## src/rtl/elevator_request_scheduler.sv

```systemverilog
// ============================================================================
// Module  : elevator_request_scheduler
// Brief   : SCAN call scheduler feeding the elevator FSM. It latches the call
//           buttons and picks the next target floor. Defining DOOR_DWELL_EN
//           adds a door-dwell hold after each served floor.
// Revision: 1.0 - initial release
// ============================================================================
`default_nettype none

module elevator_request_scheduler #(
    parameter int DWELL_CYCLES = 8,
    parameter int DWELL_W      = 4
) (
    input  logic       i_clock,
    input  logic       i_reset,
    input  logic [3:0] i_call,
    input  logic [1:0] i_current_floor,
    output logic [1:0] o_target_floor,
    output logic [3:0] o_pending,
    output logic       o_dir_up,
    output logic       o_arrived,
    output logic       o_busy
);

    // A counter that cannot reach DWELL_CYCLES-1 would never leave DWELL.
    if (DWELL_CYCLES < 1 || DWELL_CYCLES > (1 << DWELL_W)) begin : g_bad_dwell
        $error("DWELL_W too narrow for DWELL_CYCLES");
    end

`ifdef DOOR_DWELL_EN
    typedef enum logic [1:0] {S_IDLE = 2'd0, S_MOVING = 2'd1, S_DWELL = 2'd2} state_t;
    localparam logic [DWELL_W-1:0] c_dwell_last = DWELL_W'(DWELL_CYCLES - 1);
    logic [DWELL_W-1:0] cnt_q, cnt_d;
`else
    typedef enum logic [1:0] {S_IDLE = 2'd0, S_MOVING = 2'd1} state_t;
`endif

    state_t     state_q, state_d;
    logic [3:0] pending_q, pending_d;
    logic [1:0] target_q, target_d;
    logic       dir_q, dir_d;
    logic       arrived_q, arrived_d;
    logic [3:0] clr;

    logic       up_v, dn_v, mid_v;
    logic [1:0] up_f, dn_f, mid_f;
    logic [1:0] sel_f;
    logic       sel_dir;

    // Nearest pending floor above / below the car, and the nearest pending
    // floor strictly between the car and its current target.
    always_comb begin
        up_v  = 1'b0;
        up_f  = 2'd0;
        dn_v  = 1'b0;
        dn_f  = 2'd0;
        mid_v = 1'b0;
        mid_f = 2'd0;
        for (int f = 3; f >= 0; f--) begin
            if (pending_q[f] && f > int'(i_current_floor)) begin
                up_v = 1'b1;
                up_f = 2'(f);
            end
            if (dir_q && pending_q[f] && f > int'(i_current_floor) && f < int'(target_q)) begin
                mid_v = 1'b1;
                mid_f = 2'(f);
            end
        end
        for (int f = 0; f <= 3; f++) begin
            if (pending_q[f] && f < int'(i_current_floor)) begin
                dn_v = 1'b1;
                dn_f = 2'(f);
            end
            if (!dir_q && pending_q[f] && f < int'(i_current_floor) && f > int'(target_q)) begin
                mid_v = 1'b1;
                mid_f = 2'(f);
            end
        end
    end

    // SCAN: keep the sweep while something lies ahead, otherwise reverse.
    always_comb begin
        sel_f   = target_q;
        sel_dir = dir_q;
        if (dir_q) begin
            if (up_v) begin
                sel_f = up_f;
            end else if (dn_v) begin
                sel_f   = dn_f;
                sel_dir = 1'b0;
            end
        end else begin
            if (dn_v) begin
                sel_f = dn_f;
            end else if (up_v) begin
                sel_f   = up_f;
                sel_dir = 1'b1;
            end
        end
    end

    always_comb begin
        state_d   = state_q;
        target_d  = target_q;
        dir_d     = dir_q;
        arrived_d = 1'b0;
        clr       = 4'b0000;
`ifdef DOOR_DWELL_EN
        cnt_d     = cnt_q;
`endif
        case (state_q)
            S_IDLE: begin
                if (pending_q[i_current_floor]) begin
                    clr[i_current_floor] = 1'b1;
                    arrived_d            = 1'b1;
`ifdef DOOR_DWELL_EN
                    state_d              = S_DWELL;
`endif
                end else if (pending_q != 4'b0000) begin
                    target_d = sel_f;
                    dir_d    = sel_dir;
                    state_d  = S_MOVING;
                end
            end
            S_MOVING: begin
                if (i_current_floor == target_q) begin
                    clr[target_q] = 1'b1;
                    arrived_d     = 1'b1;
`ifdef DOOR_DWELL_EN
                    state_d       = S_DWELL;
`else
                    state_d       = S_IDLE;
`endif
                end else if (mid_v) begin
                    target_d = mid_f;
                end
            end
`ifdef DOOR_DWELL_EN
            S_DWELL: begin
                // Doors are open: presses for this floor are already satisfied.
                clr[i_current_floor] = 1'b1;
                if (cnt_q == c_dwell_last) begin
                    cnt_d   = '0;
                    state_d = S_IDLE;
                end else begin
                    cnt_d = cnt_q + 1'b1;
                end
            end
`endif
            default: begin
                state_d = S_IDLE;
            end
        endcase
        pending_d = (pending_q | i_call) & ~clr;
    end

    always_ff @(posedge i_clock or posedge i_reset) begin
        if (i_reset) begin
            state_q   <= S_IDLE;
            pending_q <= 4'b0000;
            target_q  <= 2'd0;
            dir_q     <= 1'b1;
            arrived_q <= 1'b0;
`ifdef DOOR_DWELL_EN
            cnt_q     <= '0;
`endif
        end else begin
            state_q   <= state_d;
            pending_q <= pending_d;
            target_q  <= target_d;
            dir_q     <= dir_d;
            arrived_q <= arrived_d;
`ifdef DOOR_DWELL_EN
            cnt_q     <= cnt_d;
`endif
        end
    end

    assign o_target_floor = target_q;
    assign o_pending      = pending_q;
    assign o_dir_up       = dir_q;
    assign o_arrived      = arrived_q;
    assign o_busy         = (state_q != S_IDLE) || (pending_q != 4'b0000);

endmodule

`default_nettype wire
```

## config.mk

```make
export PLATFORM = sky130hd
export DESIGN_NAME = elevator_request_scheduler
export DESIGN_NICKNAME = d
export VERILOG_FILES = /design/src/rtl/elevator_request_scheduler.sv
export SDC_FILE = /design/constraint.sdc
export NUM_CORES = 1
export LEC_CHECK = 0
export CORE_AREA = 2 2 39 41
export DETAILED_ROUTE_END_ITERATION = 10
export DIE_AREA = 0 0 41 43
export DONT_BUFFER_PORTS = 1
export GPL_TIMING_DRIVEN = 0
export PLACE_DENSITY = 0.69
export RECOVER_POWER = 50
export SETUP_SLACK_MARGIN = 0.2
export SYNTH_ARGS = -nofsm -noshare
export SYNTH_HDL_FRONTEND = slang
export SYNTH_SLANG_ARGS = --single-unit
```

## constraint.sdc

```tcl
create_clock -name i_clock -period 3.85 [get_ports i_clock]
set_input_delay 0.5775 -clock i_clock [delete_from_list [all_inputs] [get_ports i_clock]]
set_output_delay 0.5775 -clock i_clock [all_outputs]
set_load 0.03 [all_outputs]
```

Word-level counts from Yosys, hierarchy flattened:

Cells that the tools add are included.

* input port bits: 8
* register bits: 10

* reduce and logical (&&, ||, !) cells: 29
* bitwise logic cells: 4
* equal/unequal tests: 8
* magnitude comparators: 14
* multiplexer cells: 50

Operators with widths (number)
* $mux 2: 20
* $mux 1: 21
* $logic_and 1x1->1: 20
* $ne 2x2->1 const B: 5
* $mux 4: 2
* $pmux 2 s2: 2
* $pmux 4 s2: 1
* $gt 2x2->1 const A: 3
* $lt 1x2->1 const A: 3
* $lt 2x3->1 const B: 2
* $reduce_and 3->1: 2
* $reduce_and 6->1: 1
* $and 4x4->4: 1
* $demux 1 s2: 2
* $ge 2x1->1 const B: 2
* $gt 1x2->1 const A: 2
* $lt 2x2->1 const A: 2
* $not 4->4: 1
* $or 4x4->4: 1
* $reduce_bool 2->1: 2
* $reduce_bool 4->1: 1
* $ne 3x3->1 const B: 1
* $bmux 1 s2: 1
* $eq 2x1->1 const B: 1
* other kinds (6): 6

Logic depth before layout (Yosys ltp):

Gate-level depths: netlist (run 1).

* depth in word-level cells: 11
* gate-level depth with buffers: 6

Least setup slack after synthesis (run 1):

OpenSTA, ideal clock, no wires.

* kind: register to output
* from: reg pending_q[1] (netlist: o_pending[1])
* to: out o_busy
* cell stages (with the launch flop): 4
* arrival time: 1.333 ns
* buffers on the path: 1
* path slack: 1.940 ns
* cell sequence: dfrtp_1 -> buf_6 -> nor4_1 -> nand2_1

* word-level cells in the longest chain between the ends: 2

RTL lines
* from (decl): RTL line 39 `logic [3:0] pending_q, pending_d;`
* from (signal assigned): RTL line 169 `pending_q <= pending_d;`
* $reduce_bool 4->1: RTL line 183 `assign o_busy = (state_q != S_IDLE) || (pending_q != 4'b0000);`
* $logic_or 1x1->1: RTL line 183
* to (decl): RTL line 22 `output logic o_busy`

Every way passes these cells.

Worst setup path in the final report (run 1):

Same ends and word-level chain as after synthesis.

==> parameters.txt, run 1 <==
Parameter                              Value

Run status
  Run status ... complete, no violations

Worst setup path
  Critical register-to-register path startpoint ... o_pending[1]
  Worst reg2reg setup slack ... ~2 ns
  Data arrival, critical path ... approximately 1.9 ns
  Worst-path fanout max ... 9
  Worst setup path endpoint ... o_busy
  Critical Path End Type ... output pin
  CP Class ... reg2out
  Worst EP required ... 3.27 ns
  Reg2reg path depth ... 6
  Crit Reg-Reg Endpoint ... o_target_floor[0]
  Startpoint Class ... flip-flop
  Critical Path Start ... o_pending[1]

Yosys
  Top cell type's share of synthesized area ... 0.280
  Most common library cells after synthesis ... sky130_fd_sc_hd__dfrtp_1 (8), sky130_fd_sc_hd__inv_1 (7), sky130_fd_sc_hd__nor2_1 (6), sky130_fd_sc_hd__a21oi_1 (4), sky130_fd_sc_hd__a31oi_1 (4)
  Number of enable-type register cells in the synthesized netlist ... 0
  Share of synthesized flip-flops with an asynchronous set or reset ... 1.00
  Fraction of the yosys area taken by sequential cells ... 0.317
  Synth Area per Inst ... 9.28 um2
  Most common cell in the synthesized netlist ... sky130_fd_sc_hd__dfrtp_1
  Flip-flop cell with the highest count after synthesis ... sky130_fd_sc_hd__dfrtp_1
  Number of warnings printed during yosys synthesis ... 0
  Synth area leaders ... sky130_fd_sc_hd__dfrtp_1 (28%), sky130_fd_sc_hd__buf_6 (4.7%), sky130_fd_sc_hd__mux2i_1 (4.2%)
  Top cell type by total area after synthesis ... sky130_fd_sc_hd__dfrtp_1
  Combined area of all synthesized cells ... 714 um2
  Synth Net Count ... 85
  Synthesized netlist cell count ... 77
  Yosys cell types ... 40
  Flop and latch count out of synthesis ... 9

Pwr
  Total power per unit cell area ... 778 nW/um2
  VDD IR-drop max ... 0.512 mV
  Proportion of total power due to net switching ... 0.504
  Leakage Power ... 0.308 nW
  Relative contribution of sequential cells to total power ... 0.383
  Cell internal pwr ... 0.000294 W
  Combinational share of power ... 0.487
  Net switching power of the design ... 0.000298 W
  Clock network power share ... 0.130

Detailed routing
  Detailed Routing Iterations Pass 1 ... 4
  Remaining antenna violation count after routing ... 0
  Number of design-rule violations left by the first detailed-router iteration ... 29
  Via count ... 651
  Average via count per standard cell ... 6.71
  Routed wire length per instance ... 17.6 um
  Final Routed Wirelength ... 1710 um
  Residual DRC ... 0

Placed design
  Number of cells after detailed placement ... 93
  Final Wtd Congestion ... 0.843
  Number of I/O port buffers ... 0
  Post-detailed-placement half-perimeter wirelength ... 1260 um
  Setup slack at placement ... 1.77 ns
  Placed standard-cell area ... ~730 um2

Floorplan
  Rows ... 14
  Number of ports placed on the die boundary ... 17
  Floorplan die height ... ~43 um
  Die outline area ... 1760 um2
  Horizontal die dimension ... 41 um
  Effective utilization at floorplan ... 0.516
  Area of the core ... 1380 um2

Clocking
  TritonCTS clock tree ... done
  Worst-Skew Late Latency ... 0.28 ns
  # H-tree levels ... 1
  PostCTS Resize Cnt ... 0
  CTS Buf Count ... 3
  Root Driver ... sky130_fd_sc_hd__clkbuf_4
  CTS Buffer Depth ... 2
  Setup repair bufs after CTS ... 0
  Clock sink count ... 9
  Cts hold-fix bufs ... 0
  Clock Pin Slew Worst Setup and Hold Paths ... 0.07 ns

STA
  Post-route minimum period ... 2.43 ns
  Fin crit share ... 0.632
  Setup skew after layout ... 0.00510 ns
  Final hold vios ... 0
  Rel. slew slack ... 0.606
  Unrepaired setup endpoints after global routing ... false
  Measured slew at the worst slew-check pin ... 0.586 ns
  Maximum clock rate ... 0.411 GHz
  Setup TNS after final layout ... 0 ns
  Final setup violation count ... 0
  Count of pins over their slew limit ... 0
  Worst path setup slack after routing ... roughly 1.4 ns

Global routing
  Met3 Usage GRT ... 0.110
  Global-route total usage across every layer ... 0.241
  Gr ovfl total ... 0
  Met1 Track Usage GR ... 0.315
  Vias in the first global route ... 622
  Pin count of the biggest net entering global routing ... 11
  Met2 demand-to-capacity share in global routing ... 0.325
  Antenna violations before repair ... 0
  First-pass GRT wire length ... ~2800 um
  Grt peak-use layer ... met2

Cells and area
  Fill count ... 129
  Layout Cell Area excl Fill ... 762 um2
  Ratio of cells with drive above 1 in the final layout ... 0.235
  Final standard cell count with taps included and fillers excluded ... 97
  Fin nets ... 90
  Ant. Diodes ... 0
  Storage element area ... 226 um2
  Area used by multi-input combinational logic ... roughly 410 um2
  Area overhead of the layout relative to synthesis ... 6.66%

Worst hold path
  Min-delay worst type ... in2async

Flow run
  Max-cap violations ... 0
-- metrics by stage --
step                      total power, W  utilization  hold WS (ns)
after global routing            0.000632        0.551         0.172
after CTS                       0.000592        0.551         0.150
after floorplan                 0.000457            -         0.405
after global placement          0.000508        0.531         0.446
final                           0.000593        0.551         0.146
after detailed placement        0.000515        0.531         0.453
-- cell usage in the layout, fill, tap and decap left out, drive strengths merged, types with 3 or more instances in the layout --
master / count
buf: 6
a31oi: 4
a21oi: 4
nor2: 6
inv: 7
dfrtp: 8
mux2i: 3
clkbuf: 4
nand2: 3
-- sequential cells by signal, summed over array words and instances, names as in the netlist --
signal / cells
o_pending: 4
o_target_floor: 2
o_arrived: 1
o_dir_up: 1
state_q: 1
-- cell families after synthesis --
family	synth area share
buffers and inverters	0.116
xor gates and xnor gates	0.0245
DFF	0.317
AOI/OAI and AO/OA	0.357
and+or+nand+nor	0.144
muxes	0.0420
-- area by class of cell --
cell class / instances / share of cell area
clock buffers: 3 / 0.0296
inverters: 7 / 0.0345
multi-input cells: 54 / 0.532
well taps: 16 / 0.0263
plain buffers: 7 / 0.0739
flip-flops and latches: 9 / 0.297
clock inverters: 1 / 0.00657
-- per-layer routing --
layer,vias to the layer above,part of all wire
li1,304,-
met1,306,0.44
met2,36,0.44
met3,5,0.098
met4,0,0.017
met5,-,0
-- how the worst min path moves through the flow --
stage	end	slack, ns
2_1_floorplan	o_arrived	0.40
3_3_place_gp	state_q[0]	0.45
3_5_place_dp	state_q[0]	0.45
4_1_cts	state_q[0]	0.15
5_1_grt	state_q[0]	0.17
6_report	state_q[0]	0.15
-- worst max-delay path, cell delays in order (launching register included) --
cell and delay (ns):
sky130_fd_sc_hd__dfrtp_1 0.50, sky130_fd_sc_hd__buf_6 0.19, sky130_fd_sc_hd__nor4_1 0.55, sky130_fd_sc_hd__nand2_1 0.34
-- power by group through the flow --
stage / logic, W / clock network [W] / registers, W
floorplan: 0.000240 / 0 / 0.000217
global placement: 0.000281 / 0 / 0.000227
detailed placement: 0.000287 / 0 / 0.000228
CTS: 0.000287 / 0.0000784 / 0.000227
global route: 0.000318 / 0.0000820 / 0.000233
finish: 0.000289 / 0.0000772 / 0.000227
(Power assumes the default switching activity.)
==> inputs of run 2 (changes only) <==
- ABC_AREA: default -> 1
- PLACE_DENSITY: 0.69 -> 0.66
- clock period: 3.85 -> 2.3 ns (I/O delays scaled with it)
==> parameters.txt, run 2 <==
Parameter                              Value

Run status
  Run status ... complete, no violations

STA
  Measured slew at the worst slew-check pin ... 0.499 ns (-0.0866 ns)
  Unrepaired setup endpoints after global routing ... false
  Post-route minimum period ... about 1.7 ns
  Maximum clock rate ... 0.588 GHz
  Final setup violation count ... 0 (unchanged)
  Count of pins over their slew limit ... 0 (unchanged)
  Fin crit share ... 0.740
  Setup TNS after final layout ... 0 ns (unchanged)
  Final hold slack ... 0.337 ns (+0.192 ns)
  Final hold vios ... 0 (unchanged)
  Setup skew after layout ... 0.00222 ns (-0.00288 ns)
  Rel. slew slack ... 0.667 (+0.0613)

Cells and area
  Ratio of cells with drive above 1 in the final layout ... 0.138 (-0.0970)
  Ant. Diodes ... 0 (unchanged)
  Area overhead of the layout relative to synthesis ... 8.36%
  Layout Cell Area excl Fill ... 729 um2 (-4.3%)
  Commonest cells after routing, fill and taps aside ... sky130_fd_sc_hd__nand2_1 (37), sky130_fd_sc_hd__inv_1 (15), sky130_fd_sc_hd__nand3_1 (9), sky130_fd_sc_hd__nor2_1 (8), sky130_fd_sc_hd__dfrtp_1 (8)
  Fin nets ... 118 (+31%)
  Largest register FFs ... 4 (unchanged)
  Final standard cell count with taps included and fillers excluded ... 125 (+29%)
  Leading cell type in the layout, fill and taps excluded ... sky130_fd_sc_hd__nand2_1

Detailed routing
  Via count ... 655 (+0.61%)
  Average via count per standard cell ... 5.24 (-22%)
  Residual DRC ... 0 (unchanged)
  Detailed Routing Iterations Pass 1 ... 4 (unchanged)
  Final Routed Wirelength ... 1520 um (-11%)
  Routed wire length per instance ... 12.1 um (-31%)
  Remaining antenna violation count after routing ... 0 (unchanged)
  Number of design-rule violations left by the first detailed-router iteration ... 14 (-52%)

Clocking
  CTS Buffer Depth ... 2 (unchanged)
  Root Driver ... sky130_fd_sc_hd__clkbuf_4
  Clock Pin Slew Worst Setup and Hold Paths ... 0.05 ns (-0.02 ns)
  PostCTS Resize Cnt ... 0 (unchanged)
  Clock sink count ... 9 (unchanged)
  TritonCTS clock tree ... done
  Setup repair bufs after CTS ... 0 (unchanged)
  Worst-Skew Late Latency ... 0.24 ns (-0.04 ns)
  # H-tree levels ... 1 (unchanged)
  CTS Buf Count ... 3 (unchanged)

Worst hold path
  Min-delay worst type ... in2reg
  Cells on Worst Hold Path ... 2

Floorplan
  Rows ... 14 (unchanged)
  Effective utilization at floorplan ... 0.486 (-0.0298)
  Horizontal die dimension ... 41 um (unchanged)
  Floorplan die height ... 43 um (unchanged)
  Area of the core ... 1380 um2 (unchanged)
  Die outline area ... 1760 um2 (unchanged)
  Number of ports placed on the die boundary ... 17 (unchanged)

Yosys
  Top cell type by total area after synthesis ... sky130_fd_sc_hd__dfrtp_1
  Flip-flop cell with the highest count after synthesis ... sky130_fd_sc_hd__dfrtp_1
  Most common cell in the synthesized netlist ... sky130_fd_sc_hd__nand2_1
  Fraction of the yosys area taken by sequential cells ... 0.336 (+0.0194)
  Yosys cell types ... 21 (-48%)
  Number of warnings printed during yosys synthesis ... 0 (unchanged)
  Number of enable-type register cells in the synthesized netlist ... 0 (unchanged)
  Synth Net Count ... 112 (+32%)
  Most common library cells after synthesis ... sky130_fd_sc_hd__nand2_1 (37), sky130_fd_sc_hd__inv_1 (15), sky130_fd_sc_hd__nand3_1 (9), sky130_fd_sc_hd__dfrtp_1 (8), sky130_fd_sc_hd__nor2_1 (8)
  Flop and latch count out of synthesis ... 9 (unchanged)
  Synth Area per Inst ... 6.47 um2 (-30%)
  Synthesized netlist cell count ... 104 (+35%)
  Share of synthesized flip-flops with an asynchronous set or reset ... 1.00 (unchanged)
  Top cell type's share of synthesized area ... 0.297 (+0.0172)
  Combined area of all synthesized cells ... 673 um2 (-5.8%)
  Synth area leaders ... sky130_fd_sc_hd__dfrtp_1 (30%), sky130_fd_sc_hd__nand2_1 (21%), sky130_fd_sc_hd__inv_1 (8.4%)

Placed design
  Post-detailed-placement half-perimeter wirelength ... 1200 um (-4.8%)
  Number of cells after detailed placement ... 120 (+29%)
  Placed standard-cell area ... 693 um2 (-5.6%)
  Final Wtd Congestion ... 0.881 (+4.5%)
  Number of I/O port buffers ... 0 (unchanged)

Worst setup path
  CP Class ... reg2out
  Data arrival, critical path ... 1.36 ns (-0.50 ns)
  Worst reg2reg setup slack ... 0.74 ns (-1.26 ns)
  Worst EP required ... 1.96 ns (-1.31 ns)
  Worst-path fanout max ... 7 (-2)
  Reg2reg path depth ... 7 (+1)
  Startpoint Class ... flip-flop
  Critical Path End Type ... output pin

Global routing
  Gr ovfl total ... 0 (unchanged)
  Pin count of the biggest net entering global routing ... 10 (-1)
  First-pass GRT wire length ... 2620 um (-5.5%)
  Vias in the first global route ... 621 (-0.16%)
  Global-route total usage across every layer ... 0.220 (-0.0215)
  Antenna violations before repair ... 0 (unchanged)

Pwr
  VDD IR-drop max ... 0.825 mV (+61%)
  Total power per unit cell area ... 1390 nW/um2 (+79%)
  Leakage Power ... 0.403 nW (+31%)

Flow run
  Max-cap violations ... 0 (unchanged)
## run 2: cell families (layout without fill, tap and decap cells)
kind of cell    count (synthesis)  count (layout)  share of synthesized area
simple gates                   63              63                      0.420
buf+inv                        19              24                      0.123
compound gates                 12              12                      0.108
flops                           9               9                      0.336
xor+xnor                        1               1                     0.0130
## run 2: what timing repair did
| item | in CTS | in global routing |
|---|---|---|
| hold endpoints to repair | 8 | 0 |
| endpoints found under the setup margin | 0 | 0 |
| hold buffers | 1 | 0 |
## run 2: layout make-up
type / instances / area (um2)
well taps: 16 / 20.0
fillers: 141 / 654
inverters: 17 / 63.8
plain buffers: 2 / 18.8
flip-flops and latches: 9 / 226
multi-input cells: 76 / 364
clock buffers: 4 / 26.3
repair buffers: 1 / 10.0
## run 2: path summary, 6_finish.rpt
check,startpoint,to
worst max-delay path,o_pending[2],o_busy
worst min-delay path,i_call[1],o_pending[1]
worst max register to register,o_pending[2],o_target_floor[0]
worst min register to register,o_dir_up,o_dir_up
max in group asynchronous,i_reset,o_dir_up
min in group asynchronous,i_reset,o_arrived
## run 2: per-stage QoR
step / util / setup slack, ns / power (W)
floorplan: - / 0.887 / 0.000800
global placement: 0.501 / 0.763 / 0.000896
detailed placement: 0.501 / 0.746 / 0.000899
CTS: 0.527 / 0.586 / 0.00102
global route: 0.527 / 0.487 / 0.00111
finish: 0.527 / 0.599 / 0.00102
## run 2: power breakdown
part	internal, W	switching (W)	total, W
logic	0.000170	0.000282	0.000452
clock network	0.0000661	0.0000432	0.000109
registers	0.000234	0.000220	0.000454
## run 2: per-layer routing
layer	vias up	wire, um	track usage
met4	0	12	0.0800
met2	20	740	0.328
li1	340	-	-
met5	-	0	0
met1	293	679	0.303
met3	2	85	0.0471
## run 2: worst max-delay path: stages (launching register included)
cell and delay [ns]:
sky130_fd_sc_hd__dfrtp_1 0.55, sky130_fd_sc_hd__nor2_1 0.16, sky130_fd_sc_hd__nand3_1 0.08, sky130_fd_sc_hd__inv_1 0.10, sky130_fd_sc_hd__nand2_1 0.21
==> inputs of run 3 (changes only) <==
- PLACE_DENSITY: 0.66 -> 0.68
- clock period: 2.3 -> 1.4 ns (I/O delays scaled with it)
==> parameters.txt, run 3 (synthesis results as in run 2) <==
Parameter                              Value

Run status
  Run status ... finished with violations
  Failing checks ... setup timing

Worst setup path
  Stage delay of the slowest cell on the critical path ... 0.48 ns (-0.07 ns)
  Worst EP required ... 1.52 ns (-0.44 ns)
  Data arrival, critical path ... 1.56 ns (+0.20 ns)
  Buffering stage count on the worst path with inverters included ... 4 (+3)
  CP delay by family, top ... buffers and inverters
  Crit-path cells ... buf_6, buf_6, buf_6, nand2_2, nand4_1, inv_2, a31oi_1
  CP Class ... reg2reg
  Library cell contributing the largest single delay on the critical path ... sky130_fd_sc_hd__dfrtp_2
  Most used cell along the critical path ... sky130_fd_sc_hd__buf_6
  Startpoint Class ... flip-flop
  Worst-path fanout max ... 5 (-2)
  Critical Path End Type ... flip-flop

Cells and area
  Ant. Diodes ... 0 (unchanged)
  Final standard cell count with taps included and fillers excluded ... 132 (+5.6%)
  Fin nets ... 125 (+5.9%)
  Largest register FFs ... 4 (unchanged)
  Commonest cells after routing, fill and taps aside ... sky130_fd_sc_hd__nand2_1 (31), sky130_fd_sc_hd__inv_1 (11), sky130_fd_sc_hd__nand3_1 (9), sky130_fd_sc_hd__nand2_2 (9)
  Leading cell type in the layout, fill and taps excluded ... sky130_fd_sc_hd__nand2_1
  Ratio of cells with drive above 1 in the final layout ... 0.388 (+0.250)
  Layout Cell Area excl Fill ... 877 um2 (+20%)
  Post-layout util ... 0.634 (+0.107)
  Area overhead of the layout relative to synthesis ... 30.3%

Placed design
  Setup slack at placement ... -0.0390 ns (-0.785 ns)
  Number of cells after detailed placement ... 120 (unchanged)
  Final Wtd Congestion ... 0.872 (-1.1%)
  Post-detailed-placement half-perimeter wirelength ... 1220 um (+2.1%)
  Placed standard-cell area ... 712 um2 (+2.7%)
  Number of I/O port buffers ... 0 (unchanged)

Global routing
  Antenna violations before repair ... 0 (unchanged)
  Vias in the first global route ... 645 (+3.9%)
  Global-route total usage across every layer ... 0.231 (+0.0112)
  Grt peak-use layer ... met2
  Met1 Track Usage GR ... 0.307 (+0.00418)
  Pin count of the biggest net entering global routing ... 10 (unchanged)
  Met2 demand-to-capacity share in global routing ... 0.341 (+0.0125)
  First-pass GRT wire length ... 2660 um (+1.8%)
  Met3 Usage GRT ... 0.0471 (unchanged)
  Gr ovfl total ... 0 (unchanged)

Clocking
  CTS Buf Count ... 3 (unchanged)
  CTS Buffer Depth ... 2 (unchanged)
  # H-tree levels ... 1 (unchanged)
  Root Driver ... sky130_fd_sc_hd__clkbuf_4
  Clock sink count ... 9 (unchanged)
  Worst-Skew Late Latency ... 0.25 ns (about the same)
  Clock Pin Slew Worst Setup and Hold Paths ... 0.05 ns (about the same)
  TritonCTS clock tree ... done

Floorplan
  Effective utilization at floorplan ... 0.486 (unchanged)
  Horizontal die dimension ... 41 um (unchanged)
  Rows ... 14 (unchanged)
  Area of the core ... 1380 um2 (unchanged)
  Floorplan die height ... 43 um (unchanged)
  Die outline area ... 1760 um2 (unchanged)
  Number of ports placed on the die boundary ... 17 (unchanged)

STA
  Post-route minimum period ... 1.44 ns
  Maximum clock rate ... 0.694 GHz
  Setup TNS after final layout ... -0.190 ns (-0.190 ns)
  Final hold vios ... 0 (unchanged)
  Unrepaired setup endpoints after global routing ... true
  Setup skew after layout ... 0.00135 ns (-0.000870 ns)
  Final setup violation count ... 7 (+7)
  Worst path setup slack after routing ... -0.0416 ns (-0.641 ns)
  Rel. slew slack ... 0.797 (+0.130)
  Measured slew at the worst slew-check pin ... 0.304 ns (-0.195 ns)
  Fin crit share ... 1.03
  Count of pins over their slew limit ... 0 (unchanged)

Detailed routing
  Number of design-rule violations left by the first detailed-router iteration ... 7 (-7)
  Remaining antenna violation count after routing ... 0 (unchanged)
  Residual DRC ... 0 (unchanged)
  Via count ... 710 (+8.4%)
  Detailed Routing Iterations Pass 1 ... 4 (unchanged)
  Average via count per standard cell ... 5.38 (+2.6%)
  Routed wire length per instance ... 12.9 um (+6.1%)
  Final Routed Wirelength ... 1700 um (+12%)

Worst hold path
  Min-delay worst type ... in2reg

Pwr
  VDD IR-drop max ... 1.41 mV (+71%)
  Total power per unit cell area ... 2350 nW/um2 (+69%)
  Leakage Power ... 0.448 nW (+11%)

Flow run
  Max-cap violations ... 0 (unchanged)
## run 3: cell types whose count changed in the layout (fill, tap and decap cells not counted), moves of 2 or more
| cell | change |
|---|---|
| sky130_fd_sc_hd__buf_4 | +5 |
| sky130_fd_sc_hd__buf_6 | +3 |
| sky130_fd_sc_hd__dfrtp_1 | -6 |
| sky130_fd_sc_hd__dfrtp_2 | +6 |
| sky130_fd_sc_hd__inv_1 | -4 |
| sky130_fd_sc_hd__inv_2 | +4 |
| sky130_fd_sc_hd__nand2_1 | -6 |
| sky130_fd_sc_hd__nand2_2 | +5 |
| sky130_fd_sc_hd__nor2_1 | -4 |
| sky130_fd_sc_hd__nor2_2 | +2 |
| sky130_fd_sc_hd__nor2_4 | +2 |
## run 3: layout make-up
cell class	instances	area (um2)
Buffer	2	25.0
Clock buffer	4	26.3
Fill cell	126	507
Inverter	17	63.8
Multi-Input combinational cell	76	434
Sequential cell	9	238
Tap cell	16	20.0
Timing Repair Buffer	8	70.1
## run 3: power breakdown
part,switching [W],total (W),internal [W]
Clock,0.0000752,0.000184,0.000109
Combinational,0.000617,0.00109,0.000477
Sequential,0.000374,0.000785,0.000411
Total,0.00107,0.00206,0.000997
## run 3: routing by layer
| metal | share of wire | vias to the layer above |
|---|---|---|
| met5 | 0 | - |
| met4 | 0.018 | 0 |
| met3 | 0.053 | 4 |
| met2 | 0.48 | 23 |
| met1 | 0.44 | 326 |
| li1 | - | 357 |
## run 3: repair_timing
item                       4_1_cts  5_1_grt
hold endpoints to repair         8        0
gates resized for setup         10       14
gates cloned                     0        0
setup endpoints to repair        9       10
pin swaps                        7        6
setup buffers                    4        3
hold buffers                     1        0
## run 3: worst paths after layout
kind,slack [ns],endpoint,cells past startpoint,from
setup / recovery,-0.04,o_pending[1],7,o_target_floor[1]
hold / removal,0.18,o_pending[3],2,i_call[3]
setup reg to reg,-0.04,o_pending[1],7,o_target_floor[1]
hold reg to reg,0.69,o_dir_up,4,state_q[0]
max in group asynchronous,0.77,o_dir_up,2,i_reset
min in group asynchronous,0.35,o_arrived,2,i_reset
## run 3: worst register-to-register path, stage by stage, from the launching register on
cell,delay [ns]
sky130_fd_sc_hd__dfrtp_2,0.48
sky130_fd_sc_hd__buf_6,0.16
sky130_fd_sc_hd__buf_6,0.11
sky130_fd_sc_hd__buf_6,0.11
sky130_fd_sc_hd__nand2_2,0.05
sky130_fd_sc_hd__nand4_1,0.15
sky130_fd_sc_hd__inv_2,0.15
sky130_fd_sc_hd__a31oi_1,0.10
## run 3: per-stage QoR
step	hold WS [ns]	total power, W
after CTS	0.177	0.00184
after floorplan	0.0369	0.00136
final	0.184	0.00206
after global placement	0.0611	0.00152
after detailed placement	0.0656	0.00153
after global routing	0.199	0.00222
